`src/rtl/comp_pkg.sv`:
```
// Shared types and elaboration-time helpers for the column compressor:
// width math, adder-tree level sizing and pipeline register placement.
package comp_pkg;

  typedef enum logic {
    CM_SINGLE = 1'b0,
    CM_ACCUM  = 1'b1
  } comp_mode_e;

  function automatic int unsigned clog2_f(input int unsigned v);
    int unsigned r;
    r = 0;
    while ((64'd1 << r) < 64'(v)) r++;
    return r;
  endfunction

  function automatic int unsigned out_width(input int unsigned w);
    return clog2_f(w + 1);
  endfunction

  function automatic int unsigned tree_levels(input int unsigned w);
    return clog2_f(w);
  endfunction

  // Operand count entering tree level lvl (level 0 sees the raw column bits).
  function automatic int unsigned level_count(input int unsigned w, input int unsigned lvl);
    int unsigned n;
    n = w;
    for (int unsigned i = 0; i < lvl; i++) n = (n + 1) / 2;
    return n;
  endfunction

  // True when a register stage follows level lvl (1-based): levels floor(k*L/(P+1)), k=1..P.
  function automatic bit is_reg_level(input int unsigned levels, input int unsigned pipe,
                                      input int unsigned lvl);
    for (int unsigned k = 1; k <= pipe; k++) begin
      if ((k * levels) / (pipe + 1) == lvl) return 1'b1;
    end
    return 1'b0;
  endfunction

endpackage

```
`src/rtl/comp_tree_level.sv`:
```
// One pairwise-add level of the popcount tree, with an optional register
// stage that carries valid/mode/last alongside the partial sums.
module comp_tree_level #(
  parameter int unsigned N_IN  = 2,
  parameter int unsigned W_IN  = 1,
  parameter bit          REG   = 1'b0,
  localparam int unsigned N_OUT = (N_IN + 1) / 2,
  localparam int unsigned W_OUT = W_IN + 1
) (
  input  logic                   clk,
  input  logic                   rst,
  input  logic                   in_valid,
  input  logic                   in_mode,
  input  logic                   in_last,
  input  logic [N_IN*W_IN-1:0]   in_data,
  output logic                   out_valid,
  output logic                   out_mode,
  output logic                   out_last,
  output logic [N_OUT*W_OUT-1:0] out_data
);

  logic [2*N_OUT*W_IN-1:0] pad;
  logic [N_OUT*W_OUT-1:0]  sum_d;

  // An odd operand count is padded with a zero partner.
  always_comb begin
    pad = '0;
    pad[N_IN*W_IN-1:0] = in_data;
    sum_d = '0;
    for (int unsigned i = 0; i < N_OUT; i++) begin
      sum_d[i*W_OUT +: W_OUT] = W_OUT'(pad[(2*i)*W_IN +: W_IN])
                              + W_OUT'(pad[(2*i+1)*W_IN +: W_IN]);
    end
  end

  if (REG) begin : g_reg
    logic                   valid_q;
    logic                   mode_q;
    logic                   last_q;
    logic [N_OUT*W_OUT-1:0] sum_q;

    always_ff @(posedge clk) begin
      if (rst) begin
        valid_q <= 1'b0;
      end else begin
        valid_q <= in_valid;
      end
      mode_q <= in_mode;
      last_q <= in_last;
      sum_q  <= sum_d;
    end

    assign out_valid = valid_q;
    assign out_mode  = mode_q;
    assign out_last  = last_q;
    assign out_data  = sum_q;
  end else begin : g_comb
    assign out_valid = in_valid;
    assign out_mode  = in_mode;
    assign out_last  = in_last;
    assign out_data  = sum_d;
  end

endmodule

```
`src/rtl/comp_col_accum.sv`:
```
// Pipelined column popcount with an optional saturating multi-beat frame
// accumulator. Latency: beat -> comp_out in PIPE+2 cycles, -> acc_out in PIPE+3.
module comp_col_accum
  import comp_pkg::*;
#(
  parameter int unsigned WIDTH = 128,
  parameter int unsigned PIPE  = 2,
  parameter int unsigned ACC_W = 16,
  localparam int unsigned OUT_W = out_width(WIDTH)
) (
  input  logic             clk,
  input  logic             rst,
  input  logic             in_valid,
  input  logic             in_last,
  input  logic             in_mode,
  input  logic [WIDTH-1:0] in_col0,
  output logic             out_valid,
  output logic [OUT_W-1:0] comp_out,
  output logic             acc_valid,
  output logic [ACC_W-1:0] acc_out,
  output logic             acc_ovf
);

  localparam int unsigned LEVELS = tree_levels(WIDTH);
  localparam int unsigned TREE_W = LEVELS + 1;

  logic             in_valid_q;
  logic             in_last_q;
  comp_mode_e       in_mode_q;
  logic [WIDTH-1:0] col_q;

  always_ff @(posedge clk) begin
    if (rst) begin
      in_valid_q <= 1'b0;
    end else begin
      in_valid_q <= in_valid;
    end
    in_last_q <= in_last;
    in_mode_q <= comp_mode_e'(in_mode);
    col_q     <= in_col0;
  end

  for (genvar l = 0; l < LEVELS; l++) begin : g_lvl
    localparam int unsigned N_IN  = level_count(WIDTH, l);
    localparam int unsigned N_OUT = level_count(WIDTH, l + 1);
    localparam int unsigned W_IN  = l + 1;

    logic                      v_in, m_in, l_in;
    logic                      v_out, m_out, l_out;
    logic [N_IN*W_IN-1:0]      d_in;
    logic [N_OUT*(W_IN+1)-1:0] d_out;

    if (l == 0) begin : g_head
      assign v_in = in_valid_q;
      assign m_in = (in_mode_q == CM_ACCUM);
      assign l_in = in_last_q;
      assign d_in = col_q;
    end else begin : g_link
      assign v_in = g_lvl[l-1].v_out;
      assign m_in = g_lvl[l-1].m_out;
      assign l_in = g_lvl[l-1].l_out;
      assign d_in = g_lvl[l-1].d_out;
    end

    comp_tree_level #(
      .N_IN (N_IN),
      .W_IN (W_IN),
      .REG  (is_reg_level(LEVELS, PIPE, l + 1))
    ) u_level (
      .clk       (clk),
      .rst       (rst),
      .in_valid  (v_in),
      .in_mode   (m_in),
      .in_last   (l_in),
      .in_data   (d_in),
      .out_valid (v_out),
      .out_mode  (m_out),
      .out_last  (l_out),
      .out_data  (d_out)
    );
  end

  logic              tree_valid;
  logic              tree_mode;
  logic              tree_last;
  logic [TREE_W-1:0] tree_sum;

  assign tree_valid = g_lvl[LEVELS-1].v_out;
  assign tree_mode  = g_lvl[LEVELS-1].m_out;
  assign tree_last  = g_lvl[LEVELS-1].l_out;
  assign tree_sum   = g_lvl[LEVELS-1].d_out;

  logic             out_valid_d, out_valid_q;
  logic             out_last_d, out_last_q;
  comp_mode_e       out_mode_d, out_mode_q;
  logic [OUT_W-1:0] comp_out_d, comp_out_q;

  always_comb begin
    out_valid_d = tree_valid;
    out_last_d  = tree_last;
    out_mode_d  = comp_mode_e'(tree_mode);
    comp_out_d  = tree_valid ? tree_sum[OUT_W-1:0] : comp_out_q;
  end

  always_ff @(posedge clk) begin
    if (rst) begin
      out_valid_q <= 1'b0;
      out_last_q  <= 1'b0;
      out_mode_q  <= CM_SINGLE;
      comp_out_q  <= '0;
    end else begin
      out_valid_q <= out_valid_d;
      out_last_q  <= out_last_d;
      out_mode_q  <= out_mode_d;
      comp_out_q  <= comp_out_d;
    end
  end

  logic             beat_acc;
  logic             sat;
  logic [ACC_W-1:0] base;
  logic [ACC_W:0]   sum_ext;
  logic [ACC_W-1:0] next_sum;
  logic             next_ovf;

  logic [ACC_W-1:0] sum_d, sum_q;
  logic             first_d, first_q;
  logic             ovf_d, ovf_q;
  logic [ACC_W-1:0] acc_out_d, acc_out_q;
  logic             acc_ovf_d, acc_ovf_q;
  logic             acc_valid_d, acc_valid_q;

  // The first beat of a frame overwrites the running sum rather than adding to it,
  // which lets a new frame start on the cycle right after a close.
  always_comb begin
    beat_acc = out_valid_q && (out_mode_q == CM_ACCUM);
    base     = first_q ? '0 : sum_q;
    sum_ext  = {1'b0, base} + (ACC_W+1)'(comp_out_q);
    sat      = sum_ext[ACC_W];
    next_sum = sat ? '1 : sum_ext[ACC_W-1:0];
    next_ovf = ovf_q | sat;

    sum_d       = sum_q;
    first_d     = first_q;
    ovf_d       = ovf_q;
    acc_out_d   = acc_out_q;
    acc_ovf_d   = acc_ovf_q;
    acc_valid_d = 1'b0;

    if (beat_acc) begin
      sum_d = next_sum;
      if (out_last_q) begin
        acc_out_d   = next_sum;
        acc_ovf_d   = next_ovf;
        acc_valid_d = 1'b1;
        first_d     = 1'b1;
        ovf_d       = 1'b0;
      end else begin
        first_d = 1'b0;
        ovf_d   = next_ovf;
      end
    end
  end

  always_ff @(posedge clk) begin
    if (rst) begin
      sum_q       <= '0;
      first_q     <= 1'b1;
      ovf_q       <= 1'b0;
      acc_out_q   <= '0;
      acc_ovf_q   <= 1'b0;
      acc_valid_q <= 1'b0;
    end else begin
      sum_q       <= sum_d;
      first_q     <= first_d;
      ovf_q       <= ovf_d;
      acc_out_q   <= acc_out_d;
      acc_ovf_q   <= acc_ovf_d;
      acc_valid_q <= acc_valid_d;
    end
  end

  assign out_valid = out_valid_q;
  assign comp_out  = comp_out_q;
  assign acc_valid = acc_valid_q;
  assign acc_out   = acc_out_q;
  assign acc_ovf   = acc_ovf_q;

endmodule

```
`config.mk`:
```
export PLATFORM = sky130hd
export DESIGN_NAME = comp_col_accum
export DESIGN_NICKNAME = d
export VERILOG_FILES = /design/src/rtl/comp_pkg.sv /design/src/rtl/comp_tree_level.sv /design/src/rtl/comp_col_accum.sv
export SDC_FILE = /design/constraint.sdc
export NUM_CORES = 1
export LEC_CHECK = 0
export BUFFER_PORTS_ARGS = -buffer_cell sky130_fd_sc_hd__buf_4
export CAP_MARGIN = 25
export CORE_MARGIN = 10
export CORE_UTILIZATION = 55
export CTS_CLUSTER_DIAMETER = 40
export DETAILED_ROUTE_END_ITERATION = 8
export GPL_ROUTABILITY_DRIVEN = 0
export PLACE_DENSITY = 0.84
export SKIP_LAST_GASP = 1
export SYNTH_ARGS = -nofsm -noshare
export SYNTH_HDL_FRONTEND = slang
export SYNTH_SLANG_ARGS = --single-unit
export TNS_END_PERCENT = 50
```
`constraint.sdc`:
```
create_clock -name clk -period 4.65 [get_ports clk]
set_clock_uncertainty 0.2 [all_clocks]
set_input_delay 0.465 -clock clk [delete_from_list [all_inputs] [get_ports clk]]
set_output_delay 0.465 -clock clk [all_outputs]
set_load 0.03 [all_outputs]
```
==> results.ini, run 1 <==
[yosys]
synth_flop_cell = dfxtp_1
netlist_area_mm2 = 0.0126
synth.avg_cell_area_um2 = 12.2
synth_edf_count = 0
yosysWarnings = 0
synth.distinct_cells = 62
synthesis.nets = 1393
async_reset_ff_share_pct = 0
ys_seq_area_share_pct = 50.7
ys_ff_latch = 320
synthCells = 1038

[sta]
setup_tns_ps = 0
tightest_slew_ps = 1020
finalSetupViolations = 0
rsz0062_at_grt = false
slew_violations = 0
fin_crit_sh_pct = 91.3
fmax_mhz = 236
period_needed_ps = 4250
slew_headroom_pct = 32.2
hold_viol = 0

[worst_setup_path]
crit_type = flip-flop to flip-flop
worstSetupEndpointType = flip-flop
r2r-end = comp_out[6]
crit_path_start = g_lvl[3].u_level.out_data[2]
slowest_stage = fa_1
crit_arrival_ps = 4440
start_kind = flip-flop
required_ps = 4840
crit_path_frequent_cell = fa_1
r2r_setup_slack_ps = 400
crit_fanout = 2
timing.rr.start = g_lvl[3].u_level.out_data[2]
ff2ff_path_depth = 13
crit_chain = fa_1 -> inv_1 -> fa_1 -> fa_1 -> fa_1 -> inv_1 -> ha_1 -> fa_1 -> a21o_1 -> a21oi_1 -> xnor2_1 -> mux2i_1 -> nor2_1
max_stage_delay_ps = 580

[hold_path]
hp-class = flip-flop to flip-flop
worstHoldEndpoint = g_lvl[3].u_level.out_mode
holdCritStartpoint = g_lvl[1].u_level.out_mode
min_path_cells = 0

[power]
p_per_area_mw_per_mm2 = 710
sw_frac_of_total_pct = 36.5
p_sw_mw = 4.34
peakVddDrop_mv = 0.984
p_int_mw = 7.53
p_leak_nw = 8.15
total_power_mw = 11.9
p_clk_share_pct = 25.4
p_comb_share_pct = 46.2
power_frac_seq_pct = 28.4

[cts]
cts_tree = done
clockBufferDepth = 3
numCtsBuffers = 37
cts_max_level = 2
clkSinkCount = 320
path_clk_slew_ps = 60
cts_root_buf = clkbuf_16
post_cts_resized = 0
insertion_delay_ps = 530

[detailed_routing]
drt-total-wl_um = 31000
drtAntennaViolNets = 0
drt_iter0_markers = 429
drc = 0
wl_per_cell_um = 18.6
viasPerCell = 4.90
drtPass1Iterations = 4
num_vias = 8147

[flow_run]
max-cap-violations = 0

[status]
status = complete, no violations

[cells_and_area]
layout_commonest_cell = dfxtp_1
layout-drive-gt1-share_pct = 17.7
layout_common_cells = 320 x dfxtp_1, 242 x inv_1, 160 x buf_4
final_nets = 1704
seq_area_mm2 = 0.00641
n_fill_cell = 1300
multi_input_comb_area_mm2 = 0.00523
stdcell_area_mm2 = 0.0167
syn_to_final_growth_pct = 32.3

[floorplan]
fp.dieArea_mm2 = 0.0294
coreArea_mm2 = 0.0226
io_pins = 160
die_h_um = 172
die_width_um = 172
rows = 55
initial_core_util_pct = 55.8

[global_routing]
antenna_found_initial = 2
grt_max_degree = 53
overflow = 0
grt_pass1_vias = 9497
grt_usage_pct = 21.6
grt_pass1_wl_um = 49200

[placed_design]
portBuffers = 159
hpwlAfterDp_um = 17000
postPlaceCellArea_mm2 = 0.0141

-- state kept, by name (all words and copies together), names as in the netlist, 2 cells and up --
name,count
g_lvl.u_level.out_mode,2
g_lvl.u_level.out_valid,2
g_lvl.u_level.out_data,136
comp_out,8
g_lvl.u_level.out_last,2
acc_out,16
sum_q,16
col_q,128
-- final cells by class --
type,count,share of cell area (%)
inverter,242,5.44
multi-input combinational,456,31.3
sequential,320,38.3
antenna,1,0.0150
clock buffer,48,6.09
timing repair buffer,292,15.1
tap,285,2.13
clock inverter,20,1.59
-- per-layer routing --
layer  GRT usage, %  routed length, um
met1           21.1              10700
met2           41.6              17200
met3           5.02               1690
met4           10.0               1360
met5              0                 17
-- synthesized netlist by cell type (all sizes together), types with 3 or more instances --
cell      n  area share [%]
dfxtp   320              51
inv     242             7.2
ha      112              11
fa      110              17
nor2     44             1.3
a211oi   23             1.7
a21o     19             1.1
nor2b    16            0.79
a21oi    15            0.62
xnor2    15             1.0
clkbuf   13            0.39
mux2i    10            0.79
nor3      9            0.40
o21ai     9            0.39
buf       7            0.38
nand2     7            0.21
o211ai    7            0.46
or2       6            0.30
a311oi    5            0.35
nand2b    5            0.25
o21bai    5            0.30
nand3     3            0.16
-- power by group through the flow --
stage	Clock, mW	Sequential (mW)	Combinational, mW
after global routing	3.14	3.41	6.35
after floorplan	0	3.38	3.96
after global placement	0	3.38	4.88
final	3.01	3.37	5.48
after CTS	3.01	3.36	5.39
after detailed placement	0	3.41	5.20
-- repair_timing --
item / in CTS / in global routing
buffers inserted: 0 / 0
hold endpoints to repair: 131 / 0
setup endpoints to repair: 0 / 0
hold buffers: 131 / 0
-- worst max-delay path by stage --
stage                  end  slack, ps  cells past startpoint
3_5_place_dp   comp_out[6]        530                     13
5_1_grt        comp_out[6]        270                     13
2_1_floorplan  comp_out[6]        730                     13
3_3_place_gp   comp_out[6]        650                     13
6_report       comp_out[6]        400                     13
4_1_cts        comp_out[6]        520                     14
-- critical path: cells and delay by family, from the launching register on --
family	cells	cell delay, ps
AOI/OAI and AO/OA	2	350
xor gates and xnor gates	1	90
adders and majority gates	6	2800
buffers and inverters	2	130
DFF	1	340
muxes	1	130
and+or+nand+nor	1	50
-- metrics by stage --
stage | setup WS (ps) | cells | hold WS [ps] | util (%)
global route | 270 | 1664 | 129 | 73.8
floorplan | 725 | 1038 | 110 | -
finish | 404 | 1664 | 123 | 73.8
detailed placement | 526 | 1463 | 114 | 62.3
global placement | 649 | 1463 | 112 | 62.3
CTS | 515 | 1662 | 126 | 73.7
-- logic make-up (layout without fill, tap and decap cells) --
group | after synthesis | in the layout | synth area share (%)
buf+inv | 262 | 602 | 7.95
fa+ha+maj | 222 | 222 | 28.5
simple gates | 106 | 106 | 4.43
flops | 320 | 320 | 50.7
compound gates | 99 | 99 | 6.23
xor+xnor | 17 | 17 | 1.18
mux | 12 | 12 | 1.00
other cells | 0 | 1 | 0
No activity file was read; power rests on OpenSTA's default activity.
==> run 2: changes to the inputs <==
==> constraint.sdc (replaced) <==
create_clock -name clk -period 5.2 [get_ports clk]
set_clock_uncertainty 0.2 [all_clocks]
set_input_delay 0.52 -clock clk [delete_from_list [all_inputs] [get_ports clk]]
set_output_delay 0.52 -clock clk [all_outputs]
set_load 0.03 [all_outputs]
==> run 2 against run 1 <==
Via count rose by 0.11%. Worst hold slack got worse by 87 ps. Flip-flop and latch count did not move. Register-to-register slack improved by 660 ps. Clock power fell by 4%. Sequential share of layout area fell by 0.31 points.
==> results.ini, run 2 (synthesis gave the netlist of run 1 again) <==
[sta]
slew_headroom_pct = 63.2  ; was 32.2%
fmax_mhz = 242  ; was 236 MHz
slew_violations = 0  ; unchanged
setup_tns_ps = 0  ; unchanged
tightest_slew_ps = 552  ; was 1020 ps
rsz0062_at_grt = false  ; unchanged
finalSetupViolations = 0  ; unchanged
period_needed_ps = 4140  ; was 4250 ps
fin_crit_sh_pct = 79.5  ; was 91.3%
hold_viol = 0  ; unchanged
setup_ws_ps = 1060  ; was 404 ps

[worst_setup_path]
ff2ff_path_depth = 14  ; was 13
crit_fanout = 2  ; unchanged
slowest_stage = fa_1  ; unchanged
crit_chain = inv_1 -> fa_1 -> inv_1 -> fa_1 -> fa_1 -> inv_1 -> fa_1 -> inv_1 -> fa_1 -> a21o_1 -> a21oi_1 -> xnor2_1 -> mux2i_1 -> nor2_1  ; was fa_1 -> inv_1 -> fa_1 -> fa_1 -> fa_1 -> inv_1 -> ha_1 -> fa_1 -> a21o_1 -> a21oi_1 -> xnor2_1 -> mux2i_1 -> nor2_1
r2r-end = comp_out[6]  ; unchanged
crit_arrival_ps = 4300  ; was 4440 ps
crit_buf_inv = 4  ; was 2
r2r_setup_slack_ps = 1060  ; was 400 ps
crit_path_frequent_cell = fa_1  ; unchanged
crit_type = flip-flop to flip-flop  ; unchanged
max_stage_delay_ps = 550  ; was 580 ps
start_kind = flip-flop  ; unchanged
required_ps = 5360  ; was 4840 ps
path_depth = 14  ; was 13
worstSetupEndpointType = flip-flop  ; unchanged
cp_top_family = adder cells  ; unchanged
timing.rr.start = g_lvl[3].u_level.out_data[3]  ; was g_lvl[3].u_level.out_data[2]

[cells_and_area]
largest_register_ffs = 136  ; unchanged
layout_common_cells = 320 x dfxtp_1, 242 x inv_1, 160 x buf_4  ; unchanged
stdcell_count = 1664  ; unchanged
layout_commonest_cell = dfxtp_1  ; unchanged
layout-drive-gt1-share_pct = 18.2  ; was 17.7%
final_nets = 1706  ; was 1704
syn_to_final_growth_pct = 33.3  ; was 32.3%
fin_util_pct = 74.4  ; was 73.8%

[hold_path]
holdCritStartpoint = in_valid  ; was g_lvl[1].u_level.out_mode
hp-class = input pin to flip-flop  ; was flip-flop to flip-flop
min_path_cells = 2  ; was 0
worstHoldEndpoint = g_lvl[0].v_in  ; was g_lvl[3].u_level.out_mode

[floorplan]
io_pins = 160  ; unchanged
initial_core_util_pct = 55.8  ; unchanged
fp.dieArea_mm2 = 0.0294  ; unchanged
rows = 55  ; unchanged
coreArea_mm2 = 0.0226  ; unchanged
die_width_um = 172  ; unchanged
die_h_um = 172  ; unchanged

[global_routing]
overflow = 0  ; unchanged
grt_max_degree = 53  ; unchanged
grt_usage_pct = 22.2  ; was 21.6%
grt_pass1_vias = 9702  ; was 9497
grt_pass1_wl_um = 49900  ; was 49200 um
antenna_found_initial = 1  ; was 2

[power]
p_per_area_mw_per_mm2 = 640  ; was 710 mW/mm2
total_power_mw = 10.8  ; was 11.9 mW
peakVddDrop_mv = 0.671  ; was 0.984 mV
p_leak_nw = 8.23  ; was 8.15 nW

[cts]
insertion_delay_ps = 530  ; about the same
post_cts_resized = 0  ; unchanged
clkSinkCount = 320  ; unchanged
numCtsBuffers = 39  ; was 37
path_clk_slew_ps = 60  ; about the same
clockBufferDepth = 3  ; unchanged
cts_max_level = 2  ; unchanged
cts_root_buf = clkbuf_16  ; unchanged
cts_tree = done  ; unchanged

[detailed_routing]
drtPass1Iterations = 4  ; unchanged
num_vias = 8156  ; was 8147
drt-total-wl_um = 31900  ; was 31000 um
drtAntennaViolNets = 0  ; unchanged
wl_per_cell_um = 19.2  ; was 18.6 um
viasPerCell = 4.90  ; about the same
drt_iter0_markers = 374  ; was 429
drc = 0  ; unchanged

[placed_design]
pre_cts_slack_ps = 1110  ; was 526 ps
placed_cells = 1463  ; unchanged
hpwlAfterDp_um = 17300  ; was 17000 um
portBuffers = 159  ; unchanged

[flow_run]
max-cap-violations = 0  ; unchanged

[status]
status = complete, no violations  ; unchanged

run 2: per-stage QoR:
step	area, um2	hold WS [ps]
2_1_floorplan	12600	110
3_3_place_gp	14100	111
3_5_place_dp	14100	113
4_1_cts	16800	33.2
5_1_grt	16800	48.7
6_report	16800	36.6
run 2: area by class of cell:
type / instances / area (um2)
fillers: 1282 / 5790
repair buffers: 292 / 2550
clock inverters: 21 / 308
diodes: 1 / 2.50
multi-input cells: 456 / 5230
inverters: 242 / 908
well taps: 285 / 357
flip-flops and latches: 320 / 6410
clock buffers: 47 / 1090
run 2: worst max path at each step:
stage,startpoint,end,slack (ps)
after global placement,g_lvl[3].u_level.out_data[2],comp_out[6],1200
final,g_lvl[3].u_level.out_data[3],comp_out[6],1060
after CTS,g_lvl[3].u_level.out_data[2],comp_out[6],1080
after global routing,g_lvl[3].u_level.out_data[3],comp_out[6],810
after floorplan,g_lvl[3].u_level.out_data[2],comp_out[6],1280
after detailed placement,g_lvl[3].u_level.out_data[2],comp_out[6],1110
run 2: metal layers:
| layer | routed length [um] | global-route usage, % |
|---|---|---|
| met5 | 0 | 0 |
| met4 | 1500 | 11.2 |
| met3 | 1730 | 5.82 |
| met2 | 18000 | 43.3 |
| met1 | 10700 | 20.5 |
run 2: what timing repair did:
| item | CTS | global route |
|---|---|---|
| hold buffers | 130 | 0 |
| setup buffers | 0 | 0 |
| endpoints found under the hold margin | 130 | 0 |
run 2: power by group:
| part | internal (mW) | switching (mW) | leakage [nW] |
|---|---|---|---|
| sequential | 2.82 | 0.200 | 2.67 |
| clock | 1.81 | 1.08 | 0.681 |
| combinational | 2.30 | 2.58 | 4.88 |
| total | 6.92 | 3.86 | 8.23 |
